===== src/rtl/pipelined_addsub.sv =====
// Segmented, pipelined add/subtract unit: one SEG-bit slice of the carry chain per stage,
// with a valid/ready handshake where the whole pipeline advances or stalls as one.
module pipelined_addsub #(
    parameter int WIDTH = 32,
    parameter int SEG   = 16
) (
    input  logic             clk,
    input  logic             rst,
    input  logic             in_valid,
    output logic             in_ready,
    input  logic [WIDTH-1:0] A,
    input  logic [WIDTH-1:0] B,
    input  logic             Cin,
    input  logic             sub,
    output logic             out_valid,
    input  logic             out_ready,
    output logic [WIDTH-1:0] S,
    output logic             Cout,
    output logic             V
);

    localparam int NSEG = WIDTH / SEG;
    localparam logic [WIDTH-1:0] SEGMASK = WIDTH'({SEG{1'b1}});

    logic             r_vld [NSEG];
    logic             r_c   [NSEG];
    logic [WIDTH-1:0] r_a   [NSEG];
    logic [WIDTH-1:0] r_b   [NSEG];
    logic [WIDTH-1:0] r_s   [NSEG];
    logic             r_ovf;

    logic             w_adv;
    logic [WIDTH-1:0] w_bIn;
    logic             w_vldIn [NSEG];
    logic             w_cIn   [NSEG];
    logic [WIDTH-1:0] w_aIn   [NSEG];
    logic [WIDTH-1:0] w_bOp   [NSEG];
    logic [WIDTH-1:0] w_sIn   [NSEG];
    logic [WIDTH-1:0] w_sNext [NSEG];
    logic [SEG-1:0]   w_segA  [NSEG];
    logic [SEG-1:0]   w_segB  [NSEG];
    logic [SEG:0]     w_sum   [NSEG];
    logic             w_ovf;

    assign w_adv    = out_ready | ~r_vld[NSEG-1];
    assign in_ready = w_adv;
    assign w_bIn    = sub ? ~B : B;

    // Stage 0 draws from the ports; later stages draw from the previous stage's registers.
    for (genvar k = 0; k < NSEG; k++) begin : g_stage
        if (k == 0) begin : g_first
            assign w_vldIn[k] = in_valid;
            assign w_aIn[k]   = A;
            assign w_bOp[k]   = w_bIn;
            assign w_cIn[k]   = sub | Cin;
            assign w_sIn[k]   = '0;
        end else begin : g_next
            assign w_vldIn[k] = r_vld[k-1];
            assign w_aIn[k]   = r_a[k-1];
            assign w_bOp[k]   = r_b[k-1];
            assign w_cIn[k]   = r_c[k-1];
            assign w_sIn[k]   = r_s[k-1];
        end

        assign w_segA[k]  = w_aIn[k][k*SEG +: SEG];
        assign w_segB[k]  = w_bOp[k][k*SEG +: SEG];
        assign w_sum[k]   = {1'b0, w_segA[k]} + {1'b0, w_segB[k]} + {{SEG{1'b0}}, w_cIn[k]};
        assign w_sNext[k] = (w_sIn[k] & ~(SEGMASK << (k*SEG)))
                          | (WIDTH'(w_sum[k][SEG-1:0]) << (k*SEG));
    end

    // Carry into the MSB is recovered from the MSB sum bit and its two operand bits.
    assign w_ovf = w_segA[NSEG-1][SEG-1] ^ w_segB[NSEG-1][SEG-1]
                 ^ w_sum[NSEG-1][SEG-1] ^ w_sum[NSEG-1][SEG];

    // Bubbles advance as cleared valid bits but leave stage data untouched.
    always_ff @(posedge clk) begin
        if (rst) begin
            for (int k = 0; k < NSEG; k++) begin
                r_vld[k] <= 1'b0;
                r_c[k]   <= 1'b0;
                r_a[k]   <= '0;
                r_b[k]   <= '0;
                r_s[k]   <= '0;
            end
            r_ovf <= 1'b0;
        end else if (w_adv) begin
            for (int k = 0; k < NSEG; k++) begin
                r_vld[k] <= w_vldIn[k];
                if (w_vldIn[k]) begin
                    r_c[k] <= w_sum[k][SEG];
                    r_a[k] <= w_aIn[k];
                    r_b[k] <= w_bOp[k];
                    r_s[k] <= w_sNext[k];
                end
            end
            if (w_vldIn[NSEG-1]) begin
                r_ovf <= w_ovf;
            end
        end
    end

    assign out_valid = r_vld[NSEG-1];
    assign S         = r_s[NSEG-1];
    assign Cout      = r_c[NSEG-1];
    assign V         = r_ovf;

endmodule


===== config.mk =====
export PLATFORM = sky130hd
export DESIGN_NAME = pipelined_addsub
export DESIGN_NICKNAME = d
export VERILOG_FILES = /design/src/rtl/pipelined_addsub.sv
export SDC_FILE = /design/constraint.sdc
export NUM_CORES = 1
export LEC_CHECK = 0
export CAP_MARGIN = 20
export CORE_UTILIZATION = 25
export DETAILED_ROUTE_END_ITERATION = 8
export GPL_TIMING_DRIVEN = 1
export PLACE_DENSITY_LB_ADDON = 0.2
export SKIP_LAST_GASP = 1
export SLEW_MARGIN = 20
export SYNTH_ARGS = -nofsm -noshare
export SYNTH_HDL_FRONTEND = slang
export SYNTH_SLANG_ARGS = --single-unit

===== constraint.sdc =====
create_clock -name clk -period 4.1 [get_ports clk]
set_clock_uncertainty 0.1 [all_clocks]
set_input_delay 0.82 -clock clk [delete_from_list [all_inputs] [get_ports clk]]
set_output_delay 0.82 -clock clk [all_outputs]
set_load 0.005 [all_outputs]

# After elaboration in Yosys (flattened, before gate mapping)
# Memories as Yosys holds them, arrays and structs flattened.
# Index checks and enable logic that the tools add are counted.
# W data, S select, Z words.
[word_totals]
ff_bits = 1
latchBits = 0
ram_bits = 196
romBits = 0
wordCells = 53
mem_count = 5
[mem_list]
columns = ["name", "depth", "width", "read_ports", "rd_ports_with_merged_regs", "write_ports", "line_no", "text"]
rows = [
  ["r_a", 2, 32, 1, 0, 2, "27", "logic [WIDTH-1:0] r_a [NSEG];"],
  ["r_b", 2, 32, 1, 0, 2, "28", "logic [WIDTH-1:0] r_b [NSEG];"],
  ["r_s", 2, 32, 2, 0, 2, "29", "logic [WIDTH-1:0] r_s [NSEG];"],
  ["r_c", 2, 1, 2, 0, 2, "26", "logic r_c [NSEG];"],
  ["r_vld", 2, 1, 2, 0, 2, "25", "logic r_vld [NSEG];"],
]
[classes]
add_sub_neg = 4
mul = 0
div_mod_pow = 0
order_cmp = 0
n_eq_ne = 0
shifts = 0
n_mux = 24
n_bitwise = 18
reduce_logical = 1
[op_table]
columns = ["op", "n"]
rows = [
  ["$mux W32", 7],
  ["$add A16 B16 Y17", 2],
  ["$add A17 B1 Y17", 2],
  ["$not A32 Y32", 1],
  ["$or A16 B32 Y32", 1],
  ["$mux W1", 17],
  ["$or A1 B1 Y1", 12],
  ["$xor A1 B1 Y1", 3],
  ["$reduce_and A2 Y1", 1],
  ["$not A1 Y1", 1],
]

# Longest topological paths before layout
# Gate-level depths: netlist of run 1.
# An unclocked memory read counts as a cell.
[depth]
ltp_word = 7
mapped_depth = 13
ltp_nobuf = 11

# Worst setup path after synthesis of run 1
# Ideal clock, no wire load.
[synth_timing]
path_kind = "input-to-reg"
start = "in sub"
end = "mem r_s[0][15], data pin"
setup_time_ns = 0.255
arrival_time_ns = 3.398
required_time_ns = 3.745
setup_slack_ns = 0.348
path_stages = 11
path_cell_list = "clkbuf_1 clkbuf_1 xor2_1 fa_1 a211o_1 o211ai_2 a211oi_1 a2111oi_2 o21ai_1 xor2_1 and2_1"
[synth_lines]
columns = ["item", "line_no", "text"]
rows = [
  ["from (decl)", "14", "input logic sub,"],
  ["to (decl)", "29", ""],
]

==> impl_summary.txt, run 1 <==
----------------------------------------------------
[Logic synthesis]
  Post-Syn Area per Cell ... 11.3 µm²
  Synthesized area ... 0.00505 mm²
  Number of synthesized flops with an enable pin ... 84
  Flip-flop and latch count after synthesis ... 85
  Library cell occupying the most area in the post-synthesis netlist ... sky130_fd_sc_hd__edfxtp_1
  Gate count after technology mapping ... 447
  Yosys top cell area share ... 49.9%
  Library cells used by synthesis ... 46
  Sequential-to-total area share from yosys stat ... 50.3%
  Fraction of registers with async set or reset after synthesis ... 0%
  Leading register cell type out of synthesis ... sky130_fd_sc_hd__edfxtp_1
  Syn nets ... 551
  Number of warning messages in the yosys log ... 0
  Top post-synthesis cells by area ... sky130_fd_sc_hd__edfxtp_1, sky130_fd_sc_hd__ha_1, sky130_fd_sc_hd__and2_1

[Detailed routing]
  Via/cell ratio ... 4.30
  Antenna-violating nets left ... 0
  Via count ... 3421
  1st-iter DRT viols ... 152
  Total detailed-routing wirelength ... 11100 µm
  Wirelength per Cell ... 14.0 µm
  Count of unresolved DRC violations after routing ... 0
  Length of the first detailed-routing pass in iterations ... 4

[Timing]
  Measured slew at the worst slew-check pin ... 0.935 ns
  Worst rel slew slack ... 37.7%
  Highest Clock Rate ... 293 MHz
  Final total negative setup slack ... 0 ns
  RSZ-0062 raised after global routing ... no
  Period utilization ... 83.1%
  Final worst-path setup slack ... 0.691 ns
  Hold violation total from the final report ... 0
  Setup violators final ... 0
  Max Transition Viols Final ... 0
  Final Hold Slack ... 0.392 ns
  Time the final worst path needs with I/O delays and setup ... 3.41 ns

[Die]
  Die area ... 0.0208 mm²
  Starting density of the core ... 25.7%
  Number of ports placed on the die boundary ... 106
  Site row count ... 51
  Placeable core region ... 0.0197 mm²
  Die boundary width ... 144 µm
  Die span in y ... 144 µm

[Cells and area]
  Nets@finish ... 630
  Number of filler cells placed in the layout ... 2008
  Area Overhead vs Synth ... 29.4%
  Fraction of layout instances using a drive strength above 1 ... 8.10%
  Share of the core filled with cells in the final layout ... 33.3%
  Diode count ... 0
  Number of non-filler instances in the completed layout ... 796
  Post-route standard cell area excluding fillers ... 0.00654 mm²

[Setup path]
  Reg-to-reg endpoint ... V
  CP max stage cell ... sky130_fd_sc_hd__a2111oi_2
  CP startpoint ... Cin
  Setup Crit Path Kind ... in2reg
  Buffers & Inverters on Critical Path ... 1
  Data arrival time of the critical path ... 3.41 ns
  Critical path launch point type ... input pin
  Worst R2R Start ... r_c[0][0]
  Cell breakdown of the critical path ... clkdlybuf4s50_1, or2_2, fa_1, a211o_1, o211ai_2, a211oi_1, a2111oi_2, o21ai_1, xor2_1, and2_1
  Delay of the slowest cell on the worst path ... 0.46 ns
  Cell type group with the largest total delay on the critical path ... compound AO/OA/AOI/OAI gates
  Largest fanout of any net on the critical path ... 4
  Capturing instance or port of the critical path ... r_s[0][15]
  CP endpoint kind ... flop
  Instance count on the critical path ... 10
  Worst-case register-to-register setup slack ... 1.05 ns
  Data required time of the critical path ... 4.11 ns
  Worst Reg2Reg Path Length in Cells ... 9

[Pwr]
  Clock share of power ... 34.1%
  Total power ... 2.61 mW
  Switching power total ... 0.688 mW
  Part of the power in registers ... 42.3%
  PwrDens ... 400 mW/mm²
  Switching portion of total power ... 26.3%
  Cell-internal power ... 1.93 mW
  Combinational cell fraction of total power ... 23.6%
  Leakage power of the design ... 2.54 nW
  Peak supply drop ... 0.149 mV

[Clocking]
  Max H-tree Level ... 3
  Count of buffers added by post-CTS timing repair for setup ... 0
  Number of sinks on the clock net ... 85
  Number of buffers created by CTS ... 9
  CTS Hold Bufs ... 0
  Number of resized instances in the post-cts repair step ... 0
  Register clock-pin slew on the reported worst setup and hold paths ... 0.06 ns
  Cell at the root of the clock tree ... sky130_fd_sc_hd__clkbuf_16
  Number of buffers on the longest clock path ... 2
  Clock latency at the later pin of the worst-skew pair ... 0.35 ns
  Clock tree from TritonCTS ... yes

[Global route]
  Gr ovfl total ... 0
  Number of global-route vias before repair ... 3415
  Overall Global Routing Usage ... 11.0%
  Largest net degree at the start of global routing ... 35
  Initial antenna violation count ... 1
  Wire length of the first global-routing pass ... 17000 µm

[Outcome]
  Result of the run ... finished clean

[Placement]
  Cell area after placement ... 0.00622 mm²
  Post-place setup slack ... 0.302 ns
  Placed wire-length estimate ... 8260 µm
  Placed cell count ... 780
  Final weighted congestion of routability-driven global placement ... 0.893
  Count of input and output buffers ... 105

[Flow run]
  Number of maximum-capacitance violations ... 0

[Hold path]
  Min-delay worst type ... reg2reg
  Hold wc startpoint ... V

----------------------------------------------------
layout by cell type (no fill, tap or decap), drive strengths merged, types with 9 or more instances in the layout:
| master | count |
|---|---|
| a21o | 12 |
| a21oi | 27 |
| and2 | 40 |
| clkbuf | 9 |
| clkdlybuf4s50 | 104 |
| edfxtp | 84 |
| ha | 30 |
| inv | 9 |
| nand2 | 17 |
| nor2 | 54 |
| o21ai | 15 |
| xnor2 | 28 |
| xor2 | 27 |
tightest hold or removal path: stages, from the launching register on:
cell and delay, ns:
sky130_fd_sc_hd__dfxtp_1 0.33, sky130_fd_sc_hd__inv_1 0.06, sky130_fd_sc_hd__o2bb2ai_1 0.06
layout make-up:
cell class / instances / area [µm²] / share of cell area [%]
Inverter: 7 / 26.3 / 0.402
Sequential cell: 85 / 2540 / 38.9
Tap cell: 265 / 332 / 5.07
Multi-Input combinational cell: 311 / 2220 / 33.9
Clock inverter: 7 / 97.6 / 1.49
Timing Repair Buffer: 112 / 1100 / 16.8
Clock buffer: 9 / 225 / 3.44
worst min path at each step:
| stage | end | cells after the start |
|---|---|---|
| 2_1_floorplan | V | 2 |
| 3_3_place_gp | V | 2 |
| 3_5_place_dp | V | 2 |
| 4_1_cts | V | 2 |
| 5_1_grt | V | 2 |
| 6_report | V | 2 |
layer usage:
metal / GRT usage, % / part of all wire, % / vias to the layer above
met3: 2.45 / 5.5 / 16
met2: 18.7 / 48 / 84
met5: 0 / 0.11 / -
met1: 13.2 / 44 / 1612
li1: - / - / 1707
met4: 5.15 / 1.8 / 2
Yosys cell counts (9+ instances only):
master and n:
sky130_fd_sc_hd__a21o_1 10, sky130_fd_sc_hd__a21oi_1 26, sky130_fd_sc_hd__and2_1 40, sky130_fd_sc_hd__buf_4 32, sky130_fd_sc_hd__clkbuf_1 11, sky130_fd_sc_hd__edfxtp_1 84, sky130_fd_sc_hd__ha_1 30, sky130_fd_sc_hd__nand2_1 17
sky130_fd_sc_hd__nor2_1 53, sky130_fd_sc_hd__o21ai_0 9, sky130_fd_sc_hd__xnor2_1 28, sky130_fd_sc_hd__xor2_1 27
cell families (layout without fill, tap and decap cells):
logic type | Yosys count | in the layout | synth area share [%]
xor+xnor | 55 | 55 | 9.53
flops | 85 | 85 | 50.3
simple gates | 139 | 139 | 13.5
fa+ha+maj | 34 | 34 | 9.01
buf+inv | 51 | 135 | 6.16
compound gates | 83 | 83 | 11.5
registers in the layout, summed over array words and instances, names as in the netlist:
signal / count
r_s: 48
r_a: 16
r_b: 16
r_c: 2
r_vld: 2
V: 1
power groups by stage:
stage                     clock network [mW]  registers [mW]  logic, mW
after floorplan                            0            1.11      0.429
after global placement                     0            1.12      0.619
after detailed placement                   0            1.13      0.622
after CTS                              0.917            1.11      0.625
after global routing                   0.943            1.12      0.686
final                                  0.890            1.11      0.617
Power figures use the tool's default switching activity.
==> run 2: changes to the inputs <==
==> constraint.sdc (replaced) <==
create_clock -name clk -period 3.3 [get_ports clk]
set_clock_uncertainty 0.1 [all_clocks]
set_input_delay 0.66 -clock clk [delete_from_list [all_inputs] [get_ports clk]]
set_output_delay 0.66 -clock clk [all_outputs]
set_load 0.005 [all_outputs]
==> run 2 against run 1 <==
  * Power grew 21%
  * Sequential share of layout area fell by 0.39 points
  * Sequential power is 23% higher
  * Register-to-register slack lost 0.80 ns
  * Critical endpoint unchanged
  * Largest power group unchanged
==> impl_summary.txt, run 2 (synthesis gave the netlist of run 1 again) <==
----------------------------------------------------
[Setup path]
  CP endpoint kind ... flop
  CP startpoint ... Cin
  Setup Crit Path Kind ... in2reg
  Worst-case register-to-register setup slack ... 0.25 ns
  Data required time of the critical path ... 3.29 ns
  Critical path launch point type ... input pin
  Delay of the slowest cell on the worst path ... 0.43 ns
  Largest fanout of any net on the critical path ... 4
  Cell breakdown of the critical path ... clkdlybuf4s50_1, or2_2, fa_1, a211o_1, o211ai_2, a211oi_4, a2111oi_4, o21ai_1, xor2_1, and2_1
  Worst R2R Start ... r_c[0][0]
  CP max stage cell ... sky130_fd_sc_hd__fa_1
  Data arrival time of the critical path ... 3.18 ns

[Clocking]
  Clock latency at the later pin of the worst-skew pair ... 0.34 ns
  Max H-tree Level ... 3
  Number of buffers on the longest clock path ... 2
  Number of sinks on the clock net ... 85
  Cell at the root of the clock tree ... sky130_fd_sc_hd__clkbuf_16
  Number of resized instances in the post-cts repair step ... 0
  CTS Hold Bufs ... 0
  Number of buffers created by CTS ... 9
  Clock tree from TritonCTS ... yes
  Register clock-pin slew on the reported worst setup and hold paths ... 0.06 ns
  Count of buffers added by post-CTS timing repair for setup ... 0

[Die]
  Number of ports placed on the die boundary ... 106
  Placeable core region ... 0.0197 mm²
  Die boundary width ... 144 µm
  Die span in y ... 144 µm
  Site row count ... 51
  Starting density of the core ... 25.7%
  Die area ... 0.0208 mm²

[Detailed routing]
  Total detailed-routing wirelength ... 10900 µm
  Count of unresolved DRC violations after routing ... 0
  Via/cell ratio ... 4.23
  Antenna-violating nets left ... 0
  Wirelength per Cell ... 13.5 µm
  1st-iter DRT viols ... 179
  Length of the first detailed-routing pass in iterations ... 4
  Via count ... 3402

[Global route]
  Gr ovfl total ... 0
  Initial antenna violation count ... 0
  Overall Global Routing Usage ... 11.0%
  Largest net degree at the start of global routing ... 29
  Number of global-route vias before repair ... 3532
  Wire length of the first global-routing pass ... 17100 µm

[Hold path]
  Hold wc startpoint ... V
  Min-delay worst type ... reg2reg

[Cells and area]
  Leading registers by flop count ... r_s: 48 flops, r_a: 16 flops, r_b: 16 flops
  Number of non-filler instances in the completed layout ... 805
  Commonest cells after routing, fill and taps aside ... sky130_fd_sc_hd__clkdlybuf4s50_1, sky130_fd_sc_hd__edfxtp_1, sky130_fd_sc_hd__nor2_1, sky130_fd_sc_hd__and2_1, sky130_fd_sc_hd__ha_1
  Number of filler cells placed in the layout ... 2007
  Post-route standard cell area excluding fillers ... 0.00661 mm²
  Number of flip-flops under the largest register name ... 48
  Most frequent standard cell in the layout excluding fill and tap cells ... sky130_fd_sc_hd__clkdlybuf4s50_1
  Area Overhead vs Synth ... 30.7%
  Storage cell area ... 0.00254 mm²
  Total area of multi-input combinational cells ... 0.00224 mm²
  Diode count ... 0
  Largest register by flop count ... r_s
  Nets@finish ... 639
  Fraction of layout instances using a drive strength above 1 ... 9.26%

[Timing]
  Time the final worst path needs with I/O delays and setup ... 3.19 ns
  Max Transition Viols Final ... 0
  Period utilization ... 96.6%
  Measured slew at the worst slew-check pin ... 0.505 ns
  Final total negative setup slack ... 0 ns
  Highest Clock Rate ... 314 MHz
  RSZ-0062 raised after global routing ... no
  Worst rel slew slack ... 66.3%
  Setup violators final ... 0
  Final Hold Slack ... 0.392 ns
  Hold violation total from the final report ... 0

[Pwr]
  Total power ... 3.16 mW
  PwrDens ... 479 mW/mm²
  Peak supply drop ... 0.172 mV
  Leakage power of the design ... 2.57 nW

[Outcome]
  Result of the run ... finished clean

[Placement]
  Placed cell count ... 789
  Final weighted congestion of routability-driven global placement ... 0.870
  Cell area after placement ... 0.00630 mm²
  Placed wire-length estimate ... 8260 µm
  Count of input and output buffers ... 105

[Flow run]
  Number of maximum-capacitance violations ... 0

----------------------------------------------------
## run 2: cell types whose count changed in the layout (fill, tap and decap cells not counted)
cell / delta
sky130_fd_sc_hd__a211oi_1: -1
sky130_fd_sc_hd__buf_12: +1
sky130_fd_sc_hd__clkinv_2: +1
sky130_fd_sc_hd__a2111oi_4: +1
sky130_fd_sc_hd__clkinv_1: +1
sky130_fd_sc_hd__a2111oi_2: -1
sky130_fd_sc_hd__a211oi_4: +1
sky130_fd_sc_hd__bufinv_16: -1
sky130_fd_sc_hd__clkinvlp_4: -1
sky130_fd_sc_hd__clkbuf_1: +2
sky130_fd_sc_hd__buf_4: +8
sky130_fd_sc_hd__inv_6: -2
## run 2: layout make-up
| type | count | area share [%] |
|---|---|---|
| Clock buffer | 11 | 3.52 |
| Clock inverter | 5 | 0.777 |
| Inverter | 7 | 0.398 |
| Multi-Input combinational cell | 311 | 33.9 |
| Sequential cell | 85 | 38.5 |
| Tap cell | 265 | 5.02 |
| Timing Repair Buffer | 121 | 17.8 |
## run 2: power by group
group / total, mW / internal [mW] / switching, mW
logic: 0.799 / 0.412 / 0.387
registers: 1.37 / 1.33 / 0.0372
clock network: 0.993 / 0.582 / 0.411
## run 2: worst max-delay path: cells and delay by family
| kind | cells | cell delay [ns] |
|---|---|---|
| compound gates | 5 | 1.14 |
| fa+ha+maj | 1 | 0.43 |
| simple gates | 2 | 0.43 |
| xor+xnor | 1 | 0.15 |
| buf+inv | 1 | 0.38 |
## run 2: path summary, 6_finish.rpt
check,to,depth (start not counted)
max reg2reg,V,9
max,r_s[0][15],10
min,V,2
min reg2reg,V,2
## run 2: metal layers
layer,global-route usage [%],up-vias,share of wire (%)
li1,-,1721,-
met1,12.6,1575,43
met2,19.9,95,50
met3,2.05,11,5.4
met4,5.21,0,1.7
met5,0,-,0
## run 2: through the flow
step | worst slack [ns] | util, %
after floorplan | 0.000692 | -
after global placement | -0.223 | 32.0
after detailed placement | -0.240 | 32.0
after CTS | 0.113 | 33.5
after global routing | 0.00319 | 33.6
final | 0.112 | 33.6
